**src/rtl/mips_pipe_pkg.sv**
```systemverilog
// rtl/mips_pipe_pkg.sv - shared pipeline constants and writeback entry type
package mips_pipe_pkg;
    localparam int NREG    = 32;
    localparam int ALU_LAT = 3;
    localparam int LD_LAT  = 4;
    localparam int CNT_W   = 3;
    localparam int AW      = 5;

    typedef struct packed {
        logic          valid;
        logic [AW-1:0] addr;
    } wb_entry_t;
endpackage

```
**src/rtl/wb_slot_queue.sv**
```systemverilog
// rtl/wb_slot_queue.sv - writeback port reservation shift queue
module wb_slot_queue
    import mips_pipe_pkg::*;
#(
    parameter int DEPTH = LD_LAT,
    parameter int IW    = CNT_W
) (
    input  logic            clk,
    input  logic            rst,
    input  logic            clear,
    input  logic            ins_en,
    input  logic [IW-1:0]   ins_idx,
    input  wb_entry_t       ins_entry,
    output logic [DEPTH:1]  slot_valid,
    output logic            wb_valid,
    output logic [AW-1:0]   wb_addr
);

    wb_entry_t q [1:DEPTH];

    // Entries move toward index 1; an insert overrides the shifted value at its index.
    always_ff @(posedge clk) begin
        if (rst || clear) begin
            for (int k = 1; k <= DEPTH; k++) begin
                q[k] <= '0;
            end
        end else begin
            for (int k = 1; k < DEPTH; k++) begin
                q[k] <= (ins_en && ins_idx == IW'(k)) ? ins_entry : q[k+1];
            end
            q[DEPTH] <= (ins_en && ins_idx == IW'(DEPTH)) ? ins_entry : '0;
        end
    end

    always_comb begin
        slot_valid = '0;
        for (int k = 1; k <= DEPTH; k++) begin
            slot_valid[k] = q[k].valid;
        end
    end

    assign wb_valid = q[1].valid;
    assign wb_addr  = q[1].valid ? q[1].addr : '0;

endmodule

```
**src/rtl/reg_hazard_scoreboard.sv**
```systemverilog
// rtl/reg_hazard_scoreboard.sv - issue-stage RAW/WAW/write-port interlock
module reg_hazard_scoreboard
    import mips_pipe_pkg::*;
(
    input  logic            clk,
    input  logic            rst,
    input  logic            issue_valid,
    input  logic            is_load,
    input  logic [AW-1:0]   add_A,
    input  logic [AW-1:0]   add_B,
    input  logic [AW-1:0]   add_mem,
    input  logic            dst_we,
    input  logic [AW-1:0]   dst_addr,
    input  logic            flush,
    output logic            stall,
    output logic            issue_fire,
    output logic [NREG-1:0] busy_mask,
    output logic            wb_valid,
    output logic [AW-1:0]   wb_addr
);

    logic [CNT_W-1:0] cnt [1:NREG-1];
    logic [CNT_W-1:0] lat;
    logic [LD_LAT:1]  slot_valid;
    logic             raw, waw, slot, track;
    wb_entry_t        ins_entry;
    logic             unused_slot1;

    assign lat = is_load ? CNT_W'(LD_LAT) : CNT_W'(ALU_LAT);

    always_comb begin
        busy_mask = '0;
        for (int r = 1; r < NREG; r++) begin
            busy_mask[r] = (cnt[r] != '0);
        end
    end

    // The entry at lat+1 shifts into lat next edge, colliding with the new instruction.
    always_comb begin
        slot = 1'b0;
        for (int k = 1; k < LD_LAT; k++) begin
            if (lat == CNT_W'(k) && slot_valid[k+1]) begin
                slot = 1'b1;
            end
        end
    end

    assign raw        = busy_mask[add_A] | busy_mask[add_B] | busy_mask[add_mem];
    assign waw        = dst_we & busy_mask[dst_addr];
    assign stall      = issue_valid & (raw | waw | slot);
    assign issue_fire = issue_valid & ~stall & ~flush;
    assign track      = issue_fire & dst_we & (dst_addr != '0);
    assign ins_entry  = '{valid: 1'b1, addr: dst_addr};
    assign unused_slot1 = slot_valid[1];

    always_ff @(posedge clk) begin
        if (rst || flush) begin
            for (int r = 1; r < NREG; r++) begin
                cnt[r] <= '0;
            end
        end else begin
            for (int r = 1; r < NREG; r++) begin
                if (track && dst_addr == AW'(r)) begin
                    cnt[r] <= lat;
                end else if (cnt[r] != '0) begin
                    cnt[r] <= cnt[r] - 1'b1;
                end
            end
        end
    end

    wb_slot_queue #(
        .DEPTH (LD_LAT),
        .IW    (CNT_W)
    ) u_wbq (
        .clk        (clk),
        .rst        (rst),
        .clear      (flush),
        .ins_en     (track),
        .ins_idx    (lat),
        .ins_entry  (ins_entry),
        .slot_valid (slot_valid),
        .wb_valid   (wb_valid),
        .wb_addr    (wb_addr)
    );

endmodule

```
**config.mk**
```make
export PLATFORM = sky130hd
export DESIGN_NAME = reg_hazard_scoreboard
export DESIGN_NICKNAME = d
export VERILOG_FILES = /design/src/rtl/mips_pipe_pkg.sv /design/src/rtl/wb_slot_queue.sv /design/src/rtl/reg_hazard_scoreboard.sv
export SDC_FILE = /design/constraint.sdc
export NUM_CORES = 1
export LEC_CHECK = 0
export CAP_MARGIN = 20
export CORE_ASPECT_RATIO = 0.6
export CORE_MARGIN = 3
export CORE_UTILIZATION = 49
export CTS_BUF_LIST = sky130_fd_sc_hd__clkbuf_8 sky130_fd_sc_hd__clkbuf_16
export DETAILED_ROUTE_END_ITERATION = 8
export GPL_ROUTABILITY_DRIVEN = 0
export PLACE_DENSITY = 0.66
export SLEW_MARGIN = 30
export SYNTH_ARGS = -nofsm -noshare
export SYNTH_HDL_FRONTEND = slang
export SYNTH_SLANG_ARGS = --single-unit
```
**constraint.sdc**
```tcl
create_clock -name clk -period 11.75 [get_ports clk]
set_input_delay 3.525 -clock clk [delete_from_list [all_inputs] [get_ports clk]]
set_output_delay 3.525 -clock clk [all_outputs]
set_load 0.005 [all_outputs]
```
======== Yosys cells after proc, flatten, opt, wreduce, memory -nomap -nowiden ========
Memories as Yosys holds them, arrays and structs flattened.
Index checks and enable logic that the tools add are counted.
word-level totals
  register bits after elaboration ......... 0
  bits in writable memories ............... 117
  bits of input ports ..................... 26
  output and inout port bits .............. 40
  logic and storage cells ................. 524
  memories ................................ 2
cells by class
  add/subtract/negate cells ............... 31
  order comparisons ....................... 4
  equality and inequality tests ........... 35
  mux-type cells .......................... 303
  bitwise gates (word level) .............. 78
  reductions and logical operators ........ 71
memory list
  memory   words  width  rd ports  clocked after memory_dff  wr ports  line                         text
  cnt      31     3      31        0                         31        reg_hazard_scoreboard.sv:22  logic [CNT_W-1:0] cnt [1:NREG-1];
  u_wbq.q  4      6      4         0                         4         wb_slot_queue.sv:19          wb_entry_t q [1:DEPTH];
operator list
  operator               number
  $mux W1                227
  $mux W3                63
  $reduce_bool A3 Y1     31
  $sub A3 B1 Y3 const B  31
  $eq A5 B5 Y1 const B   16
  $or A1 B1 Y1           70
  $mux W6                8
  $eq A5 B4 Y1 const B   8
  $logic_and A1 B1 Y1    38
  $lt A5 B6 Y1 const B   4
  $bmux W1 S5            4
  $eq A5 B3 Y1 const B   4
  $eq A5 B2 Y1 const B   2
  $and A1 B1 Y1          6
  $eq A3 B2 Y1 const B   2
  $eq A5 B1 Y1 const B   1
  $mux W5                1
  $reduce_bool A5 Y1     1
  $eq A3 B1 Y1 const B   1
  $eq A3 B3 Y1 const B   1
  $not A1 Y1             2
  $logic_or A1 B1 Y1     1

======== Depth between registers and ports, before layout ========
An unclocked memory read counts as a cell.
  depth in word-level cells ............... 20
  mapped depth ............................ 12
  gate-level depth less buffers ........... 11

======== Cells and area by module ========
From an unflattened synthesis, not the netlist that was laid out.
second synthesis, totals
  cells, all modules ...................... 840
  area, all modules ....................... 8295.5 um^2
by module, submodules not included
  module                 times used  cells an instance  area each (um^2)  seq. area each (um^2)
  reg_hazard_scoreboard  1           744                7178.1            2792.7
  wb_slot_queue          1           96                 1117.3            480.5

======== Least setup slack after synthesis ========
No wires, ideal clock.
  path kind ............................... in2out
  start point ............................. in add_A[0]
  end point ............................... out issue_fire
  arrival time ............................ 5811 ps
  required time ........................... 8225 ps
  setup slack ............................. 2414 ps
  stages on the path ...................... 9
  buffers on the path ..................... 2
  cells stage by stage .................... clkbuf_1 -> mux4_2 -> mux4_2 -> nand2_1 -> o31ai_1 -> nor4_4 -> nand2_1 -> clkbuf_1 -> nor2_1
on the way
  longest elaborated chain between the ends .. 10
RTL lines
  item                           line                         text
  start: declaration             reg_hazard_scoreboard.sv:9   input logic [AW-1:0] add_A,
  $bmux W1 S5                    reg_hazard_scoreboard.sv:48  assign raw = busy_mask[add_A] | busy_mask[add_B] | busy_mask[add_mem];
  $mux W1 (implied by the code)  reg_hazard_scoreboard.sv:48
  $or A1 B1 Y1 (2 in series)     reg_hazard_scoreboard.sv:48
  $or A1 B1 Y1 (2 in series)     reg_hazard_scoreboard.sv:50  assign stall = issue_valid & (raw | waw | slot);
  $and A1 B1 Y1                  reg_hazard_scoreboard.sv:50
  $not A1 Y1                     reg_hazard_scoreboard.sv:51  assign issue_fire = issue_valid & ~stall & ~flush;
  $and A1 B1 Y1 (2 in series)    reg_hazard_scoreboard.sv:51
  end: declaration               reg_hazard_scoreboard.sv:16  output logic issue_fire,
No other way between the ends. The select of a mux whose other input is x is not followed.

======== Final worst setup path ========
  start point ............................. in dst_addr[1]
  end point ............................... out issue_fire
on the way
  longest elaborated chain between the ends .. 9
RTL lines
  item                           line                         text
  start: declaration             reg_hazard_scoreboard.sv:13  input logic [AW-1:0] dst_addr,
  $bmux W1 S5                    reg_hazard_scoreboard.sv:49  assign waw = dst_we & busy_mask[dst_addr];
  $mux W1 (implied by the code)  reg_hazard_scoreboard.sv:49
  $and A1 B1 Y1                  reg_hazard_scoreboard.sv:49
  $or A1 B1 Y1 (2 in series)     reg_hazard_scoreboard.sv:50
  $and A1 B1 Y1                  reg_hazard_scoreboard.sv:50
  $not A1 Y1                     reg_hazard_scoreboard.sv:51
  $and A1 B1 Y1 (2 in series)    reg_hazard_scoreboard.sv:51
No other way between the ends. The select of a mux whose other input is x is not followed.

==> flow_metrics.env <==
export IMPL_cts_made_buffers=17
export IMPL_clock_tree_buffer_depth=2
export IMPL_critPathMaxFanout=14
export IMPL_grt_pass1_vias=6156
export IMPL_holdPathStages=1
export IMPL_grt_max_degree=53
export IMPL_final_cells=1062
export IMPL_finalMaxSlewViolations=0
export IMPL_min_period_ps=10680
export IMPL_wirelength_um=21620
export IMPL_hold_class="flop to flop"
export IMPL_placed_cells=1030
export IMPL_dp_slack_ps=1160
export IMPL_fin_crit_sh_pct=90.89
export IMPL_reg2reg_depth=12
export IMPL_synth_top_area_share_pct=35.77
export IMPL_grt_pass1_wl_um=34010
export IMPL_fmax_mhz=93.64
export IMPL_drv_cap=0
export IMPL_ctsHoldBuffers=0
export IMPL_num_vias=6464
export IMPL_first_pass_iters=6
export IMPL_drt_initial_drc_count=782
export IMPL_synthMostInstantiatedCell="nand2_1"
export IMPL_crit_required_ps=8230
export IMPL_clock_sinks=117
export IMPL_post_drt_wl_per_cell_um=20.36
export IMPL_dieArea_um2=17530
export IMPL_outcome="finished clean"
export IMPL_htreeDepth=4
export IMPL_insertedDiodeCount=0
export IMPL_start_kind="input pin"
export IMPL_grt_overflow_total=0
export IMPL_cp_slowest_cell="clkdlybuf4s50_1"
export IMPL_nFillCells=1293
export IMPL_synthTopCellsByCount="nand2_1 (94), edfxtp_1 (93), inv_1 (79), nor2_1 (73), ha_1 (62)"
export IMPL_clk_latency_ps=420
export IMPL_final_util_pct=59.12
export IMPL_ys_types=47
export IMPL_ios=66
export IMPL_fin_skew_ps=12.26
export IMPL_critPathCaptureType="output pin"
export IMPL_ys_flop_type="edfxtp_1"
export IMPL_fin_setup_tns_ps=0
export IMPL_nets=934
export IMPL_antenna_found_initial=0
export IMPL_power_leakage_nw=3.553
export IMPL_hold_viol=0
export IMPL_setup_viol=0
export IMPL_cp_top_family="buffers and inverters"
export IMPL_slowest_delay_ps=940
export IMPL_dieWidth_um=169.0
export IMPL_cts_setup_buffers=0
export IMPL_post_synth_top_area_cell="edfxtp_1"
export IMPL_fin_ws_ps=1071
export IMPL_path_buf_inv=2
export IMPL_synth_warnings=0
export IMPL_cp_common_cell="clkdlybuf4s50_1"
export IMPL_syn_area_um2=7807
export IMPL_syn_avg_cell_area_um2=9.675
export IMPL_grtUsageTotal_pct=24.82
export IMPL_die_y_um=103.8
export IMPL_synth_edf_count=93
export IMPL_cp_cell_sequence="clkdlybuf4s50_1 -> mux4_2 -> o2111a_1 -> o21ai_0 -> nand4_1 -> nor4_4 -> nand2_1 -> nor2_1 -> clkdlybuf4s50_1"
export IMPL_portBuffers=64
export IMPL_cts_root_buf="clkbuf_16"
export IMPL_vdd_drop_max_mv=0.1162
export IMPL_synthCells=807
export IMPL_worstPathArrival_ps=7150
export IMPL_row_count=35
export IMPL_hold_ws_ps=427.3
export IMPL_path_clk_slew_ps=60
export IMPL_synth_area_leaders="edfxtp_1 (36%), ha_1 (9.9%), mux4_2 (6.3%)"
export IMPL_ys_seq_elements=117
export IMPL_slew_headroom_pct=42.01
export IMPL_hpwl_um=15630
export IMPL_syn_to_final_growth_pct=17.05
export IMPL_initial_core_util_pct=50.51
export IMPL_path_class="input pin to output pin"
export IMPL_async_flop_share_pct=0
export IMPL_power_density_nw_per_um2=228.2
export IMPL_cts_tree="done"
export IMPL_worst_pin_slew_ps=859.0
export IMPL_cp_depth=9
export IMPL_seq_area_frac_synth_pct=41.92
export IMPL_cts_repair_resized=0
export IMPL_via_per_inst=6.087
export IMPL_ant_nets=0
export IMPL_drive_above_1_share_pct=10.71
export IMPL_core_um2=15460
export IMPL_synth_nets=895
export IMPL_drc=0
export IMPL_rsz0062_at_grt="no"
layout by cell type, fill, tap and decap left out, types with 3 or more instances in the layout:
cell	count
nor2_1	72
nand3_1	14
clkbuf_16	18
nand2_1	94
clkdlybuf4s50_1	64
nand2b_1	28
o22ai_1	59
a31oi_1	3
nor3_1	11
and2_1	17
buf_4	5
mux2_2	29
inv_8	3
dfxtp_1	24
mux2i_1	15
nand4_1	10
o311ai_0	4
a211oi_1	3
mux4_2	22
edfxtp_1	93
o21ai_0	55
o32ai_1	8
ha_1	62
inv_1	79
a21oi_1	5
inv_6	7
nand3b_1	4
nor2b_1	11
o211ai_1	8
per-layer routing:
layer	vias up	global-route usage, %	wire length [um]
li1	2985	-	-
met5	-	0	0
met1	3102	36.66	9531
met2	330	36.71	9601
met4	0	6.655	405
met3	47	5.835	2084
where the power goes:
group          total (W)  leakage [nW]  internal [W]  switching, W
Clock           0.000510         0.285      0.000291      0.000219
Combinational   0.000949          2.01      0.000433      0.000517
Sequential      0.000626          1.26      0.000578     0.0000477
final timing paths:
check,end,start,slack [ps]
min reg2reg,u_wbq.q[0][10],u_wbq.q[0][16],430
max,issue_fire,dst_addr[1],1070
max reg2reg,cnt[0][53],cnt[0][90],6780
min,u_wbq.q[0][10],u_wbq.q[0][16],430
flip-flops by register name, summed over array words and instances (netlist names):
name     flops
cnt         93
u_wbq.q     24
kinds of logic after synthesis:
kind of cell | after synthesis | share of synthesized area [%]
compound gates | 160 | 12.95
other cells | 1 | 0.04803
fa+ha+maj | 62 | 9.936
simple gates | 272 | 16.41
flops | 117 | 41.92
buf+inv | 129 | 6.282
mux | 66 | 12.45
per-stage QoR:
step	cell area (um2)	power (W)
floorplan	7807	0.001206
global placement	8557	0.001515
detailed placement	8557	0.001562
CTS	9131	0.002077
global route	9139	0.002204
finish	9139	0.002086
cell type report:
type | count | area [um2] | area share [%]
inverter | 80 | 300.3 | 3.286
tap | 203 | 254.0 | 2.779
multi-input combinational | 561 | 4059 | 44.41
clock buffer | 18 | 450.4 | 4.929
timing repair buffer | 69 | 678.2 | 7.421
sequential | 117 | 3273 | 35.82
clock inverter | 14 | 123.9 | 1.355
Note: power is estimated with default switching activity, not from simulation.
==> RTL change (same flow settings) <==
`AW`: 5 -> 3.
--- a/src/rtl/mips_pipe_pkg.sv
+++ b/src/rtl/mips_pipe_pkg.sv
@@ -5,5 +5,5 @@
     localparam int LD_LAT  = 4;
     localparam int CNT_W   = 3;
-    localparam int AW      = 5;
+    localparam int AW      = 3;
 
     typedef struct packed {
Interface: changed (5 resized); port bits go from 66 to 56. No check against the original RTL was run, so the function may have changed too.
==> RTL change against the unedited design <==
Area after synthesis fell by 12%; critical path depth fell by 1; worst setup slack improved by 830 ps; worst hold slack improved by 3.5 ps; sequential cell count fell by 8; count of clock-buffer cells in the layout fell by 5; cell area fell by 14%; wire length fell by 29%; total power fell by 18%; critical path type unchanged.
==> RTL change: results (changes against the unedited design) <==
CTS
  • Total CTS buffers: 9 (-8)
  • H-tree Lvls: 3 (-1)

Run status
  • Status: finished, final reports clean

Timing
  • Final Worst Setup Slack: 1900 ps (+831 ps)
  • Worst-margin pin slew: 949 ps (+89.9 ps)
  • Clk_skew: 11.7 ps (-0.582 ps)

Route
  • First-pass DRT Iterations: 5 (-1)
  • DR WL met3: 1160 um (-45%)
  • Via count: 5159 (-20%)
  • Wl on met1: 7190 um (-25%)
  • Initial DRC Count: 402 (-49%)
  • Drt wl/cell: 16.9 um (-17%)
  • Detailed Route WL: 15300 um (-29%)

Cells and area
  • Inverters: 90 (+13%)
  • NumNets Final: 795 (-15%)
  • Seq cells: 109 (-6.8%)
  • Layout clock area frac: 4.21% (-2.1 points)
  • Clock buffer count: 13 (-5)
  • Register area: 3110 um^2 (-4.9%)
  • Fin util: 59.4% (+0.31 points)
  • Comb_multi_in: 448 (-20%)
  • Fraction of layout cells with a size suffix above 1: 6.94% (-3.8 points)
  • Fillers: 1122 (-13%)
  • Biggest regs: cnt x93, u_wbq.q x16
  • Signal buf overhead: 7.15% (-0.27 points)
  • Multi-input combinational area share: 41.9% (-2.6 points)
  • Non-CTS buffers: 57 (-17%)

Logic synthesis
  • Sequential area share after synthesis: 45.3% (+3.4 points)
  • Ranking of synthesized cells by area: edfxtp_1 (41%), ha_1 (11%), inv_1 (4.8%), dfxtp_1 (4.7%), mux2i_1 (4.2%)
  • Cells after Synth: 679 (-16%)
  • Mux cell area share after synthesis: 5.54% (-6.9 points)
  • Synth top cells by count: edfxtp_1 (93), inv_1 (87), ha_1 (62)
  • Syn_nets: 759 (-15%)
  • Synth unique cells: 51 (+8.5%)
  • XOR/XNOR Fraction of Synth Area: 0.382% (+0.38 points)

GRT
  • Total track usage: 19.7% (-5.1 points)
  • First-pass GRT wire length: 25000 um (-26%)
  • Largest net degree at the start of global routing: 88 (+66%)
  • Vias in the first global route: 4962 (-19%)

Min path
  • HP Start: u_wbq.q[0][8]$_SDFF_PP0_
  • Worst hold endpoint: u_wbq.q[0][4]$_SDFF_PP0_

Power
  • Switching Fraction: 35.3% (-2.2 points)
  • Static leakage: 3.22 nW (-9.4%)

Floorplan
  • Die area: 15500 um^2 (-11%)

Critical path
  • CP max FO: 21 (+7)
  • CP Capture Point: stall
  • Reg2reg end: cnt[0][83]$_DFFE_PP_
  • Crit path DAT: 6320 ps (-830 ps)
  • Reg-to-Reg Start: cnt[0][6]$_DFFE_PP_
  • CP max stage delay: 530 ps (-410 ps)

Placed design
  • PortBufs: 54 (-16%)
  • Detail Placement HPWL: 11300 um (-28%)
  • Post-place instance area: 7530 um^2 (-12%)
[RTL change: changes by cell type after synthesis, sizes merged, moves of 13 or more]
cell    change
nor2b      +14
clkbuf     -19
mux2       -27
nor2       -21
o21ai      -33
a21bo      +13
mux4       -19
mux2i      +14
nand2      -65
nand2b     -15
or3        +20
o22ai      -59
nand3      +25
[RTL change: power by group through the flow]
| stage | clock network (mW) | logic, mW | registers [mW] |
|---|---|---|---|
| floorplan | 0 | 0.495 | 0.599 |
| detailed placement | 0 | 0.759 | 0.614 |
| finish | 0.329 | 0.767 | 0.605 |
| CTS | 0.336 | 0.768 | 0.606 |
| global placement | 0 | 0.738 | 0.607 |
| global route | 0.352 | 0.865 | 0.618 |
[RTL change: per-layer routing]
layer  GRT usage (%)  vias to the layer above
met5               0                        -
met4            3.50                        0
met3            5.47                       12
met2            31.4                      176
met1            27.4                     2469
li1                -                     2502
